## config.mk

```make
export PLATFORM = sky130hd
export DESIGN_NAME = papercomp_seq_flat
export DESIGN_NICKNAME = d
export VERILOG_FILES = /design/src/rtl/papercomp_seq_if.sv /design/src/rtl/papercomp_seq.sv /design/src/flat_wrapper.sv
export SDC_FILE = /design/constraint.sdc
export NUM_CORES = 1
export LEC_CHECK = 0
export ABC_CLOCK_PERIOD_IN_PS = 7800
export CORE_ASPECT_RATIO = 1.1
export CORE_MARGIN = 2
export CORE_UTILIZATION = 27
export DETAILED_ROUTE_END_ITERATION = 10
export SLEW_MARGIN = 20
export SYNTH_ARGS = -nofsm -noshare
export SYNTH_HDL_FRONTEND = slang
export SYNTH_SLANG_ARGS = --single-unit
```

## constraint.sdc

```tcl
create_clock -name clock -period 7.8 [get_ports clock]
set_clock_uncertainty 0.2 [all_clocks]
set_input_delay 1.17 -clock clock [delete_from_list [all_inputs] [get_ports clock]]
set_output_delay 1.17 -clock clock [all_outputs]
set_load 0.01 [all_outputs]
```

## src/rtl/papercomp_seq_if.sv

```systemverilog
// papercomp_seq_if: start pulse and program-store write port
// for the papercomp_seq toy sequencer.
interface papercomp_seq_if #(
  parameter int DATA_W = 8,
  parameter int PC_W   = 4
);
  logic              start;
  logic              prog_we;
  logic [PC_W-1:0]   prog_addr;
  logic [DATA_W+2:0] prog_data;

  modport master (
    output start,
    output prog_we,
    output prog_addr,
    output prog_data
  );

  modport slave (
    input start,
    input prog_we,
    input prog_addr,
    input prog_data
  );
endinterface

```

## src/rtl/papercomp_seq.sv

```systemverilog
// papercomp_seq: multicycle single-accumulator sequencer (FETCH/EXEC).
// Optional retired-instruction counter: define PAPERCOMP_ICOUNT_EN.
module papercomp_seq #(
  parameter int DATA_W = 8,
  parameter int PC_W   = 4
) (
  input  logic              clock,
  input  logic              reset_n,
  papercomp_seq_if.slave    bus,
  output logic [DATA_W-1:0] acc,
  output logic              ovf,
  output logic [PC_W-1:0]   pc,
  output logic              busy,
`ifdef PAPERCOMP_ICOUNT_EN
  output logic              halted,
  output logic [15:0]       icount
`else
  output logic              halted
`endif
);

  localparam int IW    = DATA_W + 3;
  localparam int DEPTH = 2 ** PC_W;

  localparam logic [2:0] OP_NOP  = 3'b000;
  localparam logic [2:0] OP_INC  = 3'b001;
  localparam logic [2:0] OP_ADDI = 3'b010;
  localparam logic [2:0] OP_LDI  = 3'b011;
  localparam logic [2:0] OP_JMP  = 3'b100;
  localparam logic [2:0] OP_JNO  = 3'b101;
  localparam logic [2:0] OP_CLO  = 3'b110;
  localparam logic [2:0] OP_HLT  = 3'b111;

  typedef enum logic [1:0] {
    S_IDLE,
    S_FETCH,
    S_EXEC,
    S_HALT
  } state_t;

  state_t            state_q, state_d;
  logic [DATA_W-1:0] acc_q, acc_d;
  logic              ovf_q, ovf_d;
  logic [PC_W-1:0]   pc_q, pc_d;
  logic [IW-1:0]     ir_q, ir_d;
  logic              busy_q, busy_d;
  logic              halted_q, halted_d;

  logic [IW-1:0]     mem [DEPTH];

  logic [2:0]        op;
  logic [DATA_W-1:0] operand;
  logic [PC_W-1:0]   target;
  logic [PC_W-1:0]   pc_inc;
  logic [DATA_W-1:0] addend;
  logic [DATA_W:0]   sum;
  logic              idle_like;
  logic              start_ok;
  logic              wr_ok;

  assign op        = ir_q[IW-1 -: 3];
  assign operand   = ir_q[DATA_W-1:0];
  assign target    = operand[PC_W-1:0];
  assign pc_inc    = pc_q + PC_W'(1);
  assign addend    = (op == OP_INC) ? DATA_W'(1) : operand;
  assign sum       = {1'b0, acc_q} + {1'b0, addend};
  assign idle_like = (state_q == S_IDLE) || (state_q == S_HALT);
  assign start_ok  = idle_like && bus.start;
  assign wr_ok     = idle_like && bus.prog_we;

  // Program store: writable only while stopped, never reset
  always_ff @(posedge clock) begin
    if (wr_ok) mem[bus.prog_addr] <= bus.prog_data;
  end

  // Next-state logic: start handling, fetch and instruction execute
  always_comb begin
    state_d = state_q;
    acc_d   = acc_q;
    ovf_d   = ovf_q;
    pc_d    = pc_q;
    ir_d    = ir_q;
    unique case (state_q)
      S_IDLE, S_HALT: begin
        if (bus.start) begin
          pc_d    = '0;
          acc_d   = '0;
          ovf_d   = 1'b0;
          state_d = S_FETCH;
        end
      end
      S_FETCH: begin
        ir_d    = mem[pc_q];
        state_d = S_EXEC;
      end
      S_EXEC: begin
        state_d = S_FETCH;
        pc_d    = pc_inc;
        unique case (1'b1)
          (op == OP_NOP): ;
          (op == OP_INC), (op == OP_ADDI): begin
            acc_d = sum[DATA_W-1:0];
            if (sum[DATA_W]) ovf_d = 1'b1;
          end
          (op == OP_LDI): acc_d = operand;
          (op == OP_JMP): pc_d = target;
          (op == OP_JNO): begin
            if (!ovf_q) pc_d = target;
          end
          (op == OP_CLO): ovf_d = 1'b0;
          (op == OP_HLT): begin
            pc_d    = pc_q;
            state_d = S_HALT;
          end
          default: ;
        endcase
      end
      default: state_d = S_IDLE;
    endcase
    busy_d   = (state_d == S_FETCH) || (state_d == S_EXEC);
    halted_d = (state_d == S_HALT);
  end

  // Architectural state and registered status outputs
  always_ff @(posedge clock or negedge reset_n) begin
    if (!reset_n) begin
      state_q  <= S_IDLE;
      acc_q    <= '0;
      ovf_q    <= 1'b0;
      pc_q     <= '0;
      ir_q     <= '0;
      busy_q   <= 1'b0;
      halted_q <= 1'b0;
    end else begin
      state_q  <= state_d;
      acc_q    <= acc_d;
      ovf_q    <= ovf_d;
      pc_q     <= pc_d;
      ir_q     <= ir_d;
      busy_q   <= busy_d;
      halted_q <= halted_d;
    end
  end

  assign acc    = acc_q;
  assign ovf    = ovf_q;
  assign pc     = pc_q;
  assign busy   = busy_q;
  assign halted = halted_q;

`ifdef PAPERCOMP_ICOUNT_EN
  logic [15:0] icount_q, icount_d;

  // Retired-instruction count, saturating, cleared by an accepted start
  always_comb begin
    icount_d = icount_q;
    if (start_ok) begin
      icount_d = '0;
    end else if (state_q == S_EXEC && icount_q != 16'hFFFF) begin
      icount_d = icount_q + 16'd1;
    end
  end

  // Counter register
  always_ff @(posedge clock or negedge reset_n) begin
    if (!reset_n) icount_q <= '0;
    else          icount_q <= icount_d;
  end

  assign icount = icount_q;
`endif

endmodule

```

## src/flat_wrapper.sv

```systemverilog
// flat-port wrapper written by rule: the top's interface ports become plain ports
module papercomp_seq_flat 
#(
  parameter int DATA_W = 8,
  parameter int PC_W   = 4
)
  (clock, reset_n, acc, ovf, pc, busy, halted, bus_start, bus_prog_we, bus_prog_addr, bus_prog_data);
  papercomp_seq_if #(.DATA_W(DATA_W), .PC_W(PC_W)) bus_i ();
  input  logic clock;
  input  logic reset_n;
  output logic [DATA_W-1:0] acc;
  output logic ovf;
  output logic [PC_W-1:0] pc;
  output logic busy;
  output logic halted;
  input wire logic [$bits(bus_i.start)-1:0] bus_start;
  input wire logic [$bits(bus_i.prog_we)-1:0] bus_prog_we;
  input wire logic [$bits(bus_i.prog_addr)-1:0] bus_prog_addr;
  input wire logic [$bits(bus_i.prog_data)-1:0] bus_prog_data;
  assign bus_i.start = bus_start;
  assign bus_i.prog_we = bus_prog_we;
  assign bus_i.prog_addr = bus_prog_addr;
  assign bus_i.prog_data = bus_prog_data;
  papercomp_seq #(.DATA_W(DATA_W), .PC_W(PC_W)) u_core (.clock(clock), .reset_n(reset_n), .bus(bus_i), .acc(acc), .ovf(ovf), .pc(pc), .busy(busy), .halted(halted));
endmodule
```

== Word-level counts from Yosys, hierarchy flattened ==
Memory sizes are Yosys's and may differ from the RTL's. A register that Yosys moved wholly into a read port is not among the register bits.
Index checks and enable logic that the tools add are counted.

* Add/sub/neg operators: 2
* Multiply operators: 0
* Divide/modulo/power cells: 0
* Order comparisons: 0
* Equality and inequality tests: 18
* Shifts and indexed selects: 0
* Muxes and demuxes: 17
* Bitwise operators: 0
* Reductions and logical operators: 11

{| class="wikitable"
|+ Operator list
! kind !! count
|-
| $pmux W8 S2 || 2
|-
| $mux W8 || 2
|-
| $eq A3 B3 Y1 const B || 4
|-
| $pmux W4 S3 || 1
|-
| $add A8 B8 Y9 || 1
|-
| $ne A3 B2 Y1 const B || 3
|-
| $eq A2 B2 Y1 const B || 4
|-
| $mux W4 || 2
|-
| $pmux W4 S2 || 1
|-
| $eq A3 B2 Y1 const B || 2
|-
| $pmux W2 S3 || 1
|-
| $reduce_and A3 Y1 || 2
|-
| $add A4 B1 Y4 const B || 1
|-
| $eq A2 B1 Y1 const B || 2
|-
| $mux W1 || 4
|-
| $mux W2 || 2
|-
| $ne A2 B2 Y1 const B || 2
|-
| $pmux W1 S2 || 2
|-
| $reduce_and A4 Y1 || 1
|-
| $reduce_or A2 Y1 || 2
|-
| $eq A3 B1 Y1 const B || 1
|-
| $logic_not A2 Y1 || 1
|-
| $logic_or A1 B1 Y1 || 2
|-
| $reduce_bool A2 Y1 || 1
|-
| other kinds (2) || 2
|}

* Register bits: 17
* Bits in latches: 0
* Memory bits (writable): 176
* Bits in read-only memories: 0
* Input port bits: 19
* Output and inout bits: 15
* Word-level logic and storage cells: 55
* Memories: 1

{| class="wikitable"
|+ Memories
! name !! depth !! width !! rd ports !! clocked after memory_dff !! wr ports !! RTL line !! RTL
|-
| u_core.mem || 16 || 11 || 1 || 1 || 1 || papercomp_seq.sv:49 || <nowiki>logic [IW-1:0] mem [DEPTH];</nowiki>
|}

== Logic depth before layout (Yosys ltp) ==
* Depth in word-level cells: 6
* Depth in mapped cells: 12
* Mapped depth without buffers: 10

== Least setup slack after synthesis ==
No wires, ideal clock.

* Path kind: input to register
* Start: input bus_prog_addr[1]
* End: memory u_core.mem[0][0] in the netlist's numbering, enable pin
* Arrival: 2401 ps
* Path slack: 4806 ps
* Cell stages on the path: 2
* Cell sequence: or3_1 -> nor3_1

{| class="wikitable"
|+ RTL lines
! what !! RTL line !! RTL
|-
| start, declared || flat_wrapper.sv:18 || <nowiki>input wire logic [$bits(bus_i.prog_addr)-1:0] bus_prog_addr;</nowiki>
|-
| end, declared || papercomp_seq.sv:49 ||
|}

No word-level cell before the write port.

== Worst setup path in the final report ==
* Start: register u_core.pc_q[1] (netlist: u_core.pc[1])
* End: output pc[1]

{| class="wikitable"
|+ RTL lines
! what !! RTL line !! RTL
|-
| start, declared || papercomp_seq.sv:44 || <nowiki>logic [PC_W-1:0] pc_q, pc_d;</nowiki>
|-
| start signal, assigned || papercomp_seq.sv:138 || <nowiki>pc_q <= pc_d;</nowiki>
|-
| end, declared || flat_wrapper.sv:13 || <nowiki>output logic [PC_W-1:0] pc;</nowiki>
|}

No word-level cell between the ends.

==> metrics.csv <==
metric,value,unit
swShare,29.2,%
critical_path_arrival,2190,ps
cts_resized,0,
combPwrFrac,23.9,%
initial_utilization,27.4,%
setup_violations,0,
stdcell_count,979,
slew_headroom,32.3,%
cts_setup_buffers,0,
cp-end-kind,output pin,
synthCells,512,
cts_buffer_depth,3,
r2r_start,u_core.ir_q[8],
status,completed,
vias,4579,
grt_pass1_wl,27.6,mm
rows,68,
crit_buf_inv,1,
finalCritPeriodShare,45.7,%
cts_inserted_buffers,21,
critical_path_required,6430,ps
synth_area_per_cell,16.9,µm²
r2r_slack,4730,ps
netlist-cell-type-count,52,
ant_nets,0,
p_leak,0.00321,µW
nFillCells,3082,
placed_cells,942,
cts_sinks,204,
rr_endpoint,u_core.acc[7],
synthArstFlopShare,13.7,%
htreeDepth,1,
io_pins,34,
hold_class,flop to flop,
power_density,321,nW/µm²
drc_errors,0,
rsz0062_at_grt,false,
hold_depth,2,
min_period,3560,ps
setup_slack,4240,ps
clock_latency,510,ps
synth_area_leaders,"edfxtp_1 61%, dfrtp_1 8.1%, mux4_2 6.3%, mux2i_1 4.3%, ha_1 1.9%",
p_clk_share,32.9,%
path_class,flop to output pin,
multiInputGateArea,2440,µm²
crit_family,flip-flops,
clockRootBuffer,clkbuf_16,
drv_slew,0,
yosysMostFrequentCell,edfxtp_1,
finalHoldViolations,0,
p_sw,943,µW
grt_max_degree,39,
max_slew.worst_pin.slew,1010,ps
synth_edf_count,176,
hold_path_end,u_core.acc[4],
dp_slack,4240,ps
antenna_found_initial,2,
drt_iter0_drc,409,
netlist_top_cells_count,"176 x edfxtp_1, 37 x mux2i_1, 36 x nor2_1",
dp_hpwl,12.5,mm
via_per_inst,4.68,
grt_pass1_vias,4486,
ys.flop_type,edfxtp_1,
final_core_util,32.0,%
grtUsageTotal,11.0,%
nets,578,
p_int,2280,µW
place_area,9330,µm²
routed_wl,18.4,mm
synth_seq_cells,204,
syn_area,8640,µm²
max-cap-violations,0,
drive_gt1_share,13.2,%
rr_worst_depth,9,
drt_pre_antenna_iters,5,
seqPwrFrac,43.2,%
synth_top_area_share,61.2,%
core_area,31500,µm²
hp-start,u_core.acc[4],
die_y,192,µm
slowest_delay,1000,ps
fmax,281,MHz
diodes,0,
cp-start-kind,flop,
fin_area,10100,µm²
synth_top_area_cell,edfxtp_1,
seqCellArea,5990,µm²
syn_nets,545,
areaGrowthSynthToFinish,16.5,%
slowest_stage,dfrtp_2,
yosysWarnings,0,
vdd_drop_max,0.199,mV
die_area,33400,µm²
postCtsHoldBufs,0,
critPathMaxFanout,38,
avgRoutedWirePerCell,18.8,µm
cp_cell_sequence,clkdlybuf4s50_1,
io_buffers,33,
final.setup.tns,0,ps
seq_area_frac_synth,69.3,%
die_w,175,µm
cts_tree,yes,
clk_pin_slew,60,ps
gp_routability_congestion,0.754,
grt_overflow_total,0,
final cells by class:
cell class | count | share of cell area (%)
flip-flops and latches | 204 | 59.5
multi-input cells | 276 | 24.3
clock buffers | 24 | 5.33
inverters | 7 | 0.261
clock inverters | 13 | 1.96
repair buffers | 35 | 3.43
well taps | 420 | 5.22
tightest hold or removal path, cell delays in order, from the launching register on:
cell and delay (ps):
dfrtp_1 390, nand2_1 60, o221ai_1 60
flip-flops by register name, summed over array words and instances, names as in the netlist:
register,count
u_core.halted,1
u_core.mem,176
u_core.ir_q,11
u_core.acc,8
u_core.busy,1
u_core.pc,4
u_core.ovf,1
u_core.state_q,2
power by group through the flow:
stage | Combinational, µW | Clock (µW) | Sequential (µW)
floorplan | 620 | 0 | 1340
global placement | 763 | 0 | 1420
detailed placement | 772 | 0 | 1420
CTS | 776 | 1080 | 1400
global route | 848 | 1130 | 1410
finish | 771 | 1060 | 1390
metal layers:
layer / vias up / global-route usage [%] / routed length [µm] / part of all wire (%)
met4: 4 / 3.56 / 490 / 2.7
met5: - / 0 / 16 / 0.087
met3: 35 / 2.34 / 1140 / 6.2
li1: 2116 / - / - / -
met1: 2282 / 15.8 / 8700 / 47
met2: 142 / 16.8 / 8100 / 44
metrics by stage:
stage	hold WS, ps	total power, µW
finish	354	3230
CTS	373	3260
floorplan	334	1960
detailed placement	362	2190
global placement	345	2180
global route	426	3390
cells in the final DEF (no fill, tap or decap), types with 4 or more instances in the layout:
cell type,n
and2_1,8
nor2b_1,5
ha_1,13
mux4_2,24
clkbuf_16,21
a211oi_1,6
nand3_1,6
nor2_1,35
o22ai_1,21
nand2_1,15
edfxtp_1,176
nor3_2,5
xor2_1,4
o21ai_0,13
clkdlybuf4s50_1,33
a21oi_1,15
mux2_2,6
bufinv_16,5
a22oi_1,4
a221oi_1,7
mux2i_1,37
inv_1,7
dfrtp_1,26
mux4_1,6
nand2b_1,5
logic make-up after synthesis:
logic type / synth area share (%)
muxes: 13.2
AOI/OAI and AO/OA: 6.13
and+or+nand+nor: 6.03
xor gates and xnor gates: 0.608
adders and majority gates: 2.11
buffers and inverters: 2.68
DFF: 69.3
worst max path at each step:
| stage | from | endpoint | slack, ps | cells past startpoint |
|---|---|---|---|---|
| floorplan | bus_prog_addr[1] | u_core.mem[0][0] | 4810 | 2 |
| global placement | bus_prog_we | u_core.mem[8][10] | 4270 | 4 |
| detailed placement | bus_prog_we | u_core.mem[8][5] | 4240 | 4 |
| CTS | u_core.pc[1] | pc[1] | 4160 | 1 |
| finish | u_core.pc[1] | pc[1] | 4240 | 1 |
| global route | u_core.pc[1] | pc[1] | 4100 | 1 |
Power figures use the tool's default switching activity.
